--- src/rtl/sisc_pkg.sv ---
// -----------------------------------------------------------------------------
// sisc_pkg
// Shared definitions for the SISC multi-cycle controller: the FSM state
// encoding, opcode constants, PC-source and writeback-source codes, and the
// default mm value that selects the immediate operand.
// No ports (package).
// -----------------------------------------------------------------------------
package sisc_pkg;

   typedef enum logic [3:0] {
      S_START0,
      S_START1,
      S_FETCH,
      S_DECODE,
      S_EXECUTE,
      S_MEM,
      S_WB,
      S_WB2,
      S_HALT
   } state_t;

   // Opcodes (4-bit; the controller zero-extends or truncates to OP_W)
   localparam logic [3:0] OPC_NOOP = 4'd0;
   localparam logic [3:0] OPC_LOD  = 4'd1;
   localparam logic [3:0] OPC_STR  = 4'd2;
   localparam logic [3:0] OPC_SWP  = 4'd3;
   localparam logic [3:0] OPC_BRA  = 4'd4;
   localparam logic [3:0] OPC_BRR  = 4'd5;
   localparam logic [3:0] OPC_BNE  = 4'd6;
   localparam logic [3:0] OPC_BNR  = 4'd7;
   localparam logic [3:0] OPC_ALU  = 4'd8;
   localparam logic [3:0] OPC_HLT  = 4'd15;

   // PC source select
   localparam logic [1:0] PC_INC = 2'd0;
   localparam logic [1:0] PC_ABS = 2'd1;
   localparam logic [1:0] PC_REL = 2'd2;

   // Writeback source select
   localparam logic [1:0] WB_ALU = 2'd0;
   localparam logic [1:0] WB_MEM = 2'd1;
   localparam logic [1:0] WB_SWP = 2'd2;

   // mm value that selects the immediate ALU operand
   localparam int IMM_MM_DEF = 8;

endpackage

--- src/rtl/sisc_ctrl_mc_if.sv ---
// -----------------------------------------------------------------------------
// sisc_ctrl_mc_if
// Bundle between the SISC controller and the datapath/memory.
//   opcode, mm, stat, mem_rdy            : datapath/memory -> controller
//   mem_req, dm_we, ir_load, pc_write,
//   pc_sel, rf_we, alu_op, wb_sel,
//   halted, illegal                      : controller -> datapath/memory
// Modports: master = controller side, slave = datapath/memory side.
// -----------------------------------------------------------------------------
interface sisc_ctrl_mc_if #(
   parameter int OP_W   = 4,
   parameter int STAT_W = 4
);
   logic [OP_W-1:0]   opcode;
   logic [STAT_W-1:0] mm;
   logic [STAT_W-1:0] stat;
   logic              mem_rdy;

   logic              mem_req;
   logic              dm_we;
   logic              ir_load;
   logic              pc_write;
   logic [1:0]        pc_sel;
   logic              rf_we;
   logic [1:0]        alu_op;
   logic [1:0]        wb_sel;
   logic              halted;
   logic              illegal;

   modport master (
      input  opcode, mm, stat, mem_rdy,
      output mem_req, dm_we, ir_load, pc_write, pc_sel,
             rf_we, alu_op, wb_sel, halted, illegal
   );

   modport slave (
      output opcode, mm, stat, mem_rdy,
      input  mem_req, dm_we, ir_load, pc_write, pc_sel,
             rf_we, alu_op, wb_sel, halted, illegal
   );
endinterface

--- src/rtl/sisc_br_cond.sv ---
// -----------------------------------------------------------------------------
// sisc_br_cond
// Branch condition evaluator. BRA/BRR are taken when any masked status bit is
// set; BNE/BNR are taken when no masked status bit is set. Any other opcode
// reports not-taken.
// Ports:
//   opcode (in, OP_W)   : current instruction opcode
//   mm     (in, STAT_W) : condition mask
//   stat   (in, STAT_W) : status register
//   taken  (out, 1)     : branch condition satisfied
// -----------------------------------------------------------------------------
module sisc_br_cond
   import sisc_pkg::*;
#(
   parameter int OP_W   = 4,
   parameter int STAT_W = 4
)(
   input  logic [OP_W-1:0]   opcode,
   input  logic [STAT_W-1:0] mm,
   input  logic [STAT_W-1:0] stat,
   output logic              taken
);

   logic [STAT_W-1:0] hit;
   logic              any_hit;

   genvar gi;
   generate
      for (gi = 0; gi < STAT_W; gi++) begin : g_hit
         assign hit[gi] = stat[gi] & mm[gi];
      end
   endgenerate

   assign any_hit = |hit;

   always_comb begin
      taken = 1'b0;
      if (opcode == OP_W'(OPC_BRA) || opcode == OP_W'(OPC_BRR))
         taken = any_hit;
      else if (opcode == OP_W'(OPC_BNE) || opcode == OP_W'(OPC_BNR))
         taken = ~any_hit;
   end

endmodule

--- src/rtl/sisc_ctrl_mc.sv ---
// -----------------------------------------------------------------------------
// sisc_ctrl_mc
// Multi-cycle control unit for the SISC processor. A Moore/Mealy FSM
// (START0 -> START1 -> FETCH -> DECODE -> EXECUTE -> MEM/WB/WB2, HALT) whose
// outputs are combinational from the present state and opcode/mm/stat/mem_rdy.
// Ports:
//   clk   (in)  : system clock, rising edge
//   rst_f (in)  : synchronous active-high reset, forces START0
//   bus         : sisc_ctrl_mc_if.master (opcode, mm, stat, mem_rdy in;
//                 mem_req, dm_we, ir_load, pc_write, pc_sel, rf_we, alu_op,
//                 wb_sel, halted, illegal out)
// Build option: define SISC_CTRL_SWP_EN to implement SWP (two-cycle
// writeback through WB2); otherwise SWP decodes as an illegal opcode.
// -----------------------------------------------------------------------------
module sisc_ctrl_mc
   import sisc_pkg::*;
#(
   parameter int OP_W   = 4,
   parameter int STAT_W = 4,
   parameter int IMM_MM = IMM_MM_DEF
)(
   input  logic           clk,
   input  logic           rst_f,
   sisc_ctrl_mc_if.master bus
);

   state_t state_reg, state_next;

   logic is_noop, is_lod, is_str, is_swp, is_alu, is_hlt;
   logic is_abs_br, is_rel_br, is_branch, is_swp_en, is_legal;
   logic br_taken;

   assign is_noop   = (bus.opcode == OP_W'(OPC_NOOP));
   assign is_lod    = (bus.opcode == OP_W'(OPC_LOD));
   assign is_str    = (bus.opcode == OP_W'(OPC_STR));
   assign is_swp    = (bus.opcode == OP_W'(OPC_SWP));
   assign is_alu    = (bus.opcode == OP_W'(OPC_ALU));
   assign is_hlt    = (bus.opcode == OP_W'(OPC_HLT));
   assign is_abs_br = (bus.opcode == OP_W'(OPC_BRA)) || (bus.opcode == OP_W'(OPC_BNE));
   assign is_rel_br = (bus.opcode == OP_W'(OPC_BRR)) || (bus.opcode == OP_W'(OPC_BNR));
   assign is_branch = is_abs_br | is_rel_br;

`ifdef SISC_CTRL_SWP_EN
   assign is_swp_en = is_swp;
`else
   // SWP falls into the illegal class; WB2 is never entered.
   assign is_swp_en = 1'b0;
`endif

   assign is_legal = is_noop | is_lod | is_str | is_swp_en | is_alu | is_hlt | is_branch;

   sisc_br_cond #(
      .OP_W   (OP_W),
      .STAT_W (STAT_W)
   ) u_br_cond (
      .opcode (bus.opcode),
      .mm     (bus.mm),
      .stat   (bus.stat),
      .taken  (br_taken)
   );

   // State register
   always_ff @(posedge clk) begin
      if (rst_f)
         state_reg <= S_START0;
      else
         state_reg <= state_next;
   end

   // Next-state logic
   always_comb begin
      state_next = state_reg;
      case (state_reg)
         S_START0:  state_next = S_START1;
         S_START1:  state_next = S_FETCH;
         S_FETCH:   if (bus.mem_rdy) state_next = S_DECODE;
         S_DECODE: begin
            if (is_branch)
               state_next = S_FETCH;
            else if (is_hlt)
               state_next = S_HALT;
            else if (is_lod | is_str | is_alu | is_swp_en)
               state_next = S_EXECUTE;
            else
               state_next = S_FETCH;       // NOOP and illegal opcodes
         end
         S_EXECUTE: state_next = (is_lod | is_str) ? S_MEM : S_WB;
         S_MEM:     if (bus.mem_rdy) state_next = is_lod ? S_WB : S_FETCH;
         S_WB:      state_next = is_swp_en ? S_WB2 : S_FETCH;
         S_WB2:     state_next = S_FETCH;
         S_HALT:    state_next = S_HALT;
         default:   state_next = S_START0;
      endcase
   end

   // Output logic
   always_comb begin
      bus.mem_req  = 1'b0;
      bus.dm_we    = 1'b0;
      bus.ir_load  = 1'b0;
      bus.pc_write = 1'b0;
      bus.pc_sel   = PC_INC;
      bus.rf_we    = 1'b0;
      bus.alu_op   = 2'b00;
      bus.wb_sel   = WB_ALU;
      bus.halted   = 1'b0;
      bus.illegal  = 1'b0;
      case (state_reg)
         S_FETCH: begin
            bus.mem_req = 1'b1;
            if (bus.mem_rdy) begin
               bus.ir_load  = 1'b1;
               bus.pc_write = 1'b1;
               bus.pc_sel   = PC_INC;
            end
         end
         S_DECODE: begin
            if (is_branch && br_taken) begin
               bus.pc_write = 1'b1;
               bus.pc_sel   = is_abs_br ? PC_ABS : PC_REL;
            end
            bus.illegal = ~is_legal;
         end
         S_EXECUTE: begin
            // bit1: status not saved for anything but ALU_OP
            bus.alu_op = {~is_alu, (bus.mm == STAT_W'(IMM_MM))};
         end
         S_MEM: begin
            bus.mem_req = 1'b1;
            bus.dm_we   = is_str;
         end
         S_WB: begin
            bus.rf_we = 1'b1;
            if (is_lod)
               bus.wb_sel = WB_MEM;
            else if (is_swp_en)
               bus.wb_sel = WB_SWP;
            else
               bus.wb_sel = WB_ALU;
         end
         S_WB2: begin
            bus.rf_we  = 1'b1;
            bus.wb_sel = WB_ALU;
         end
         S_HALT: bus.halted = 1'b1;
         default: ;
      endcase
   end

endmodule

--- src/flat_wrapper.sv ---
// flat-port wrapper written by rule: the top's interface ports become plain ports
module sisc_ctrl_mc_flat import sisc_pkg::*;
#(
   parameter int OP_W   = 4,
   parameter int STAT_W = 4,
   parameter int IMM_MM = IMM_MM_DEF
)
  (clk, rst_f, bus_opcode, bus_mm, bus_stat, bus_mem_rdy, bus_mem_req, bus_dm_we, bus_ir_load, bus_pc_write, bus_pc_sel, bus_rf_we, bus_alu_op, bus_wb_sel, bus_halted, bus_illegal);
  sisc_ctrl_mc_if #(.OP_W(OP_W), .STAT_W(STAT_W)) bus_i ();
  input  logic clk;
  input  logic rst_f;
  input wire logic [$bits(bus_i.opcode)-1:0] bus_opcode;
  input wire logic [$bits(bus_i.mm)-1:0] bus_mm;
  input wire logic [$bits(bus_i.stat)-1:0] bus_stat;
  input wire logic [$bits(bus_i.mem_rdy)-1:0] bus_mem_rdy;
  output wire logic [$bits(bus_i.mem_req)-1:0] bus_mem_req;
  output wire logic [$bits(bus_i.dm_we)-1:0] bus_dm_we;
  output wire logic [$bits(bus_i.ir_load)-1:0] bus_ir_load;
  output wire logic [$bits(bus_i.pc_write)-1:0] bus_pc_write;
  output wire logic [$bits(bus_i.pc_sel)-1:0] bus_pc_sel;
  output wire logic [$bits(bus_i.rf_we)-1:0] bus_rf_we;
  output wire logic [$bits(bus_i.alu_op)-1:0] bus_alu_op;
  output wire logic [$bits(bus_i.wb_sel)-1:0] bus_wb_sel;
  output wire logic [$bits(bus_i.halted)-1:0] bus_halted;
  output wire logic [$bits(bus_i.illegal)-1:0] bus_illegal;
  assign bus_i.opcode = bus_opcode;
  assign bus_i.mm = bus_mm;
  assign bus_i.stat = bus_stat;
  assign bus_i.mem_rdy = bus_mem_rdy;
  assign bus_mem_req = bus_i.mem_req;
  assign bus_dm_we = bus_i.dm_we;
  assign bus_ir_load = bus_i.ir_load;
  assign bus_pc_write = bus_i.pc_write;
  assign bus_pc_sel = bus_i.pc_sel;
  assign bus_rf_we = bus_i.rf_we;
  assign bus_alu_op = bus_i.alu_op;
  assign bus_wb_sel = bus_i.wb_sel;
  assign bus_halted = bus_i.halted;
  assign bus_illegal = bus_i.illegal;
  sisc_ctrl_mc #(.OP_W(OP_W), .STAT_W(STAT_W), .IMM_MM(IMM_MM)) u_core (.clk(clk), .rst_f(rst_f), .bus(bus_i));
endmodule
--- config.mk ---
export PLATFORM = sky130hd
export DESIGN_NAME = sisc_ctrl_mc_flat
export DESIGN_NICKNAME = d
export VERILOG_FILES = /design/src/rtl/sisc_pkg.sv /design/src/rtl/sisc_ctrl_mc_if.sv /design/src/rtl/sisc_br_cond.sv /design/src/rtl/sisc_ctrl_mc.sv /design/src/flat_wrapper.sv
export SDC_FILE = /design/constraint.sdc
export NUM_CORES = 1
export LEC_CHECK = 0
export CAP_MARGIN = 30
export CORE_UTILIZATION = 36
export CTS_CLUSTER_SIZE = 30
export DETAILED_ROUTE_END_ITERATION = 8
export GPL_ROUTABILITY_DRIVEN = 0
export PLACE_DENSITY = 0.75
export SLEW_MARGIN = 5
export SYNTH_ARGS = -nofsm -noshare
export SYNTH_HDL_FRONTEND = slang
export SYNTH_SLANG_ARGS = --single-unit
--- constraint.sdc ---
create_clock -name clk -period 1.7 [get_ports clk]
set_input_delay 0.425 -clock clk [delete_from_list [all_inputs] [get_ports clk]]
set_output_delay 0.425 -clock clk [all_outputs]
set_load 0.005 [all_outputs]
; ---- Word level (Yosys, flattened, before mapping)
; Cells that the tools add are included.
[totals]
reg_bits = 4
in_bits = 15
out_inout_bits = 13
wordCells = 72
[classes]
eq_ne = 19
n_mux = 25
bitwise = 15
n_reduce_logical = 12
[op_table]
columns = op, count
row1 = $eq 4x3->1 const B, 8
row2 = $pmux 4 s7, 1
row3 = $eq 4x4->1 const B, 4
row4 = $mux 4, 4
row5 = $eq 4x2->1 const B, 3
row6 = $mux 2, 6
row7 = $mux 1, 11
row8 = $eq 4x1->1 const B, 2
row9 = $logic_not 4->1, 2
row10 = $or 1x1->1, 8
row11 = $mux 3, 2
row12 = $and 1x1->1, 4
row13 = $logic_or 1x1->1, 4
row14 = $ne 2x2->1 const B, 2
row15 = $reduce_or 2->1, 2
row16 = $reduce_or 4->1, 1
row17 = $not 1->1, 3
row18 = $reduce_or 3->1, 1
row19 = $pmux 1 s2, 1
row20 = $reduce_and 2->1, 1
row21 = $logic_and 1x1->1, 1

; ---- Depth between registers and ports, before layout
[logic_depth]
word_depth = 8
ltp_mapped = 5
depth_no_buf = 4

; ---- Cells and area by module
; A second synthesis with hierarchy kept.
[hier_totals]
hier_cells = 74
hier_area_um2 = 546.8
[modules_own_cells]
columns = mod, instances, cells_per_inst, area_per_inst_um2, seq_area_each_um2
row1 = sisc_ctrl_mc, 1, 68, 505.5, 80.1
row2 = sisc_br_cond, 1, 6, 41.3, 0.0

; ---- Least setup slack after synthesis
; OpenSTA, ideal clock, no wires.
[synth_timing]
path_type = input to output
start = input port bus_stat[2]
end = output port bus_pc_sel[0]
arrival_time_ns = 1.346
required_time_ns = 1.275
slack_ns = -0.071
cell_stages = 4
path_buffers = 0
path_cell_list = a22oi_1 -> a21oi_1 -> or4b_4 -> nor2_1
[synth_via]
elab_chain_len = 8
[synth_rtl]
columns = element, line_no
row1 = start: declaration, flat_wrapper.sv:14  ; input wire logic [$bits(bus_i.stat)-1:0] bus_stat;
row2 = $and 1x1->1 *, sisc_br_cond.sv:30  ; assign hit[gi] = stat[gi] & mm[gi];
row3 = $reduce_or 4->1 *, sisc_br_cond.sv:34  ; assign any_hit = |hit;
row4 = $not 1->1, sisc_br_cond.sv:41  ; taken = ~any_hit;
row5 = $mux 1, sisc_br_cond.sv:40  ; else if (opcode == OP_W'(OPC_BNE) || opcode == OP_W'(OPC_BNR))
row6 = $mux 1 *, sisc_br_cond.sv:38  ; if (opcode == OP_W'(OPC_BRA) || opcode == OP_W'(OPC_BRR))
row7 = $logic_and 1x1->1 *, sisc_ctrl_mc.sv:118  ; if (is_branch && br_taken) begin
row8 = $mux 2 *, sisc_ctrl_mc.sv:118
row9 = $mux 2 *, --
row10 = end: declaration, flat_wrapper.sv:20  ; output wire logic [$bits(bus_i.pc_sel)-1:0] bus_pc_sel;
; Every way passes the cells marked *; elsewhere a longest branch is shown, timed or not.

; ---- Worst setup path in the final report
[layout_timing]
start = input port bus_stat[0]
end = output port bus_pc_sel[1]
; Same word-level chain as after synthesis.

==> metrics.txt <==
status finished, violations left; violated checks setup timing; Largest register FFs 4; Core Footprint 1506 um2; fmax 0.4536 GHz; clk_skew 0.007919 ns; Required @ worst endpoint 1.27 ns; layout net count 174; Vias/cell 6.058; met3 Resource Use GR 0.06897; clock share of power 0.169; critical path type in2out; vias in the first global route 826; global-route wire length before repair 3670 um; Placement Rows 14; DR DRC count 0; simple-gate share of the synthesized area 0.4167; synthesized cell area 585.6 um2; H-tree Lvls 1; Hold WC Path Type reg2reg; final worst slack -0.5044 ns; M2 GR Usage 0.4462; EDFF count, synth 0; Mapped Cells 84; area of the multi-input gates 558.0 um2; MaxCap Viol Count 0; hold_sp u_core.state_reg[1]$_SDFFE_PP0P_; Synth Area in Adders 0; WP buf/inv 2; CTS Sinks 4; synth-to-layout area growth 127.6%; Psw 267.0 uW; Initial DRT Pass Iterations 4; RSZ-0062 raised after global routing true; Seq/Total Area, Yosys 0.1368; max-slew violation count 0; largest family of logic cells by synthesized area simple AND/OR/NAND/NOR gates; clock root buffer master clkbuf_4; All-Layer GR Usage 0.2600; I/O Pins 28; Net Sw Frac 0.3762; CP max FO 3; Syn Nets 99; sequential power share 0.174; cts bufs inserted 3; r2r endpoint u_core.state_reg[1]$_SDFFE_PP0P_; synth unique cells 38; Slowest Stage Delay on Critical Path 0.53 ns; endpoint type of the worst setup path output pin; mux contribution to synthesized area 0; die footprint 1792 um2; crit-path cells dlygate4sd2_1 -> a22oi_2 -> a21oi_1 -> or4b_4 -> nor2_2 -> buf_2; ys async rst share 0; register area 85.08 um2; hold endpoint u_core.state_reg[0]$_SDFFE_PP0P_; clk_lat worst skew 0.24 ns; GR Overflow Total 0; Via Count 1048; cell family with most CP delay simple AND/OR/NAND/NOR gates; WHS Path Cells 3; final hold viol count 0; # hold bufs at CTS 0; dpl hpwl 1540 um; met1 usage 0.3184; synthesized flop and latch total 4; WL/cell 20.25 um; R2R depth 6; hold_ws 0.7015 ns; Die X 42.33 um; largest net degree at the start of global routing 13; compound-gate portion of the synthesized area 0.2949; Finished Layout Cells 173; Tot Pwr 709.7 uW; reg2reg start u_core.state_reg[3]$_SDFFE_PP0P_; leading cell type in the layout, fill and taps excluded buf_4; Total Wirelength 3504 um; n_diodes 0; fin crit share 1.297; Avg Cell Area, Syn 6.971 um2; Cell Pwr Density 532.6 nW/um2; busiest layer in global routing met2; PortBufs 26; share of layout cells above drive strength 1 0.6369; Clk pin slew, worst setup/hold paths 0.04 ns; most frequent cells in the layout 36 x buf_4, 17 x buf_6, 12 x buf_2; fin crit period 2.204 ns; initial DRC count 34; dpl cells 143; Critical Path Source Type input port; Main synth FF type dfxtp_1; Pint 442.7 uW; CP max stage cell or4b_4; yosys warns 0; Synth Area in XOR/XNOR 0.02991; initial antenna violation count 0; clk buf depth 2; Peak VDD IR 0.0005682 V; Finished Core Util 0.8846; post-detailed-route count of antenna-violating nets 0; share of power burned in combinational logic 0.657; Leak Pwr 0.0006334 uW; CP arrival 1.78 ns; Final setup viols 11; CTS tree yes; Fillers 67; Initial Util 0.3887; flop2flop setup slack 0.01 ns; die height 42.33 um
synth_stat cells, types with 2 or more instances:
master    instances  share of area
o21ai_0           3          0.026
nand3_1           4          0.034
and3_1            2          0.021
or4b_4            2          0.047
a22oi_1           3          0.038
a211oi_1          3          0.038
nor2b_1           2          0.021
a211o_1           2          0.030
nand2_1           5          0.032
nor4_1            2          0.021
buf_4             2          0.026
dfxtp_1           4           0.14
buf_2             3          0.026
inv_1             5          0.032
nand2b_1          2          0.021
a31oi_1           2          0.021
nor2_1            9          0.058
clkbuf_1          2          0.013
a21oi_1           4          0.034
nand3b_1          3          0.038
xor2_1            2          0.030
nor3_1            2          0.017
per-stage QoR:
step,worst slack (ns),area (um2),TNS [ns]
2_1_floorplan,-0.05833,601.8,-0.1128
3_3_place_gp,-0.9946,1021,-7.994
3_5_place_dp,-1.007,1021,-8.345
4_1_cts,-0.4219,1135,-2.988
5_1_grt,-0.5260,1333,-3.721
6_report,-0.5044,1333,-3.150
power by group through the flow:
stage / Sequential, uW / Clock (uW) / Combinational, uW
2_1_floorplan: 119 / 0 / 165
3_3_place_gp: 116 / 0 / 298
3_5_place_dp: 121 / 0 / 307
4_1_cts: 123 / 122 / 358
5_1_grt: 123 / 134 / 489
6_report: 124 / 120 / 466
cell type report:
cell class                 instances  area share
clock buffer                       3     0.01690
inverter                           5     0.01408
multi-input combinational         67      0.4188
sequential                         4     0.06385
tap                               16     0.01502
timing repair buffer              78      0.4714
how the worst max path moves through the flow:
stage                     to  slack, ns                              from  depth (start not counted)
2_1_floorplan  bus_pc_sel[0]      -0.06                       bus_stat[2]                          4
3_3_place_gp   bus_pc_sel[0]      -0.99                         bus_mm[2]                          6
3_5_place_dp   bus_pc_sel[0]      -1.01                       bus_stat[0]                          6
4_1_cts        bus_pc_sel[1]      -0.42  u_core.state_reg[2]$_SDFFE_PP0P_                          5
5_1_grt        bus_pc_sel[1]      -0.53  u_core.state_reg[3]$_SDFFE_PP0P_                          5
6_report       bus_pc_sel[1]      -0.50                       bus_stat[0]                          6
worst register-to-register path: cells and delay by family, from the launching register on:
kind,cells,cell delay [ns]
AO/OA/AOI/OAI,3,0.46
buffers and inverters,2,0.28
flip-flops,1,0.32
AND/OR/NAND/NOR,1,0.53
cell families (layout without fill, tap and decap cells):
kind of cell              count (synthesis)  in the layout
DFF                                       4              4
and+or+nand+nor                          40             40
buffers and inverters                    13             86
xor gates and xnor gates                  2              2
AOI/OAI and AO/OA                        24             24
other                                     1              1
timing repair:
action	in CTS	in global routing
setup endpoints to repair	15	13
resized for setup	72	42
pin swaps	12	14
setup buffers	11	19
routing by layer:
layer,part of all wire,routed length (um)
met3,0.072,251
met4,0.034,119
met1,0.39,1373
met5,0,0
met2,0.50,1760
Note: power is estimated with default switching activity, not from simulation.
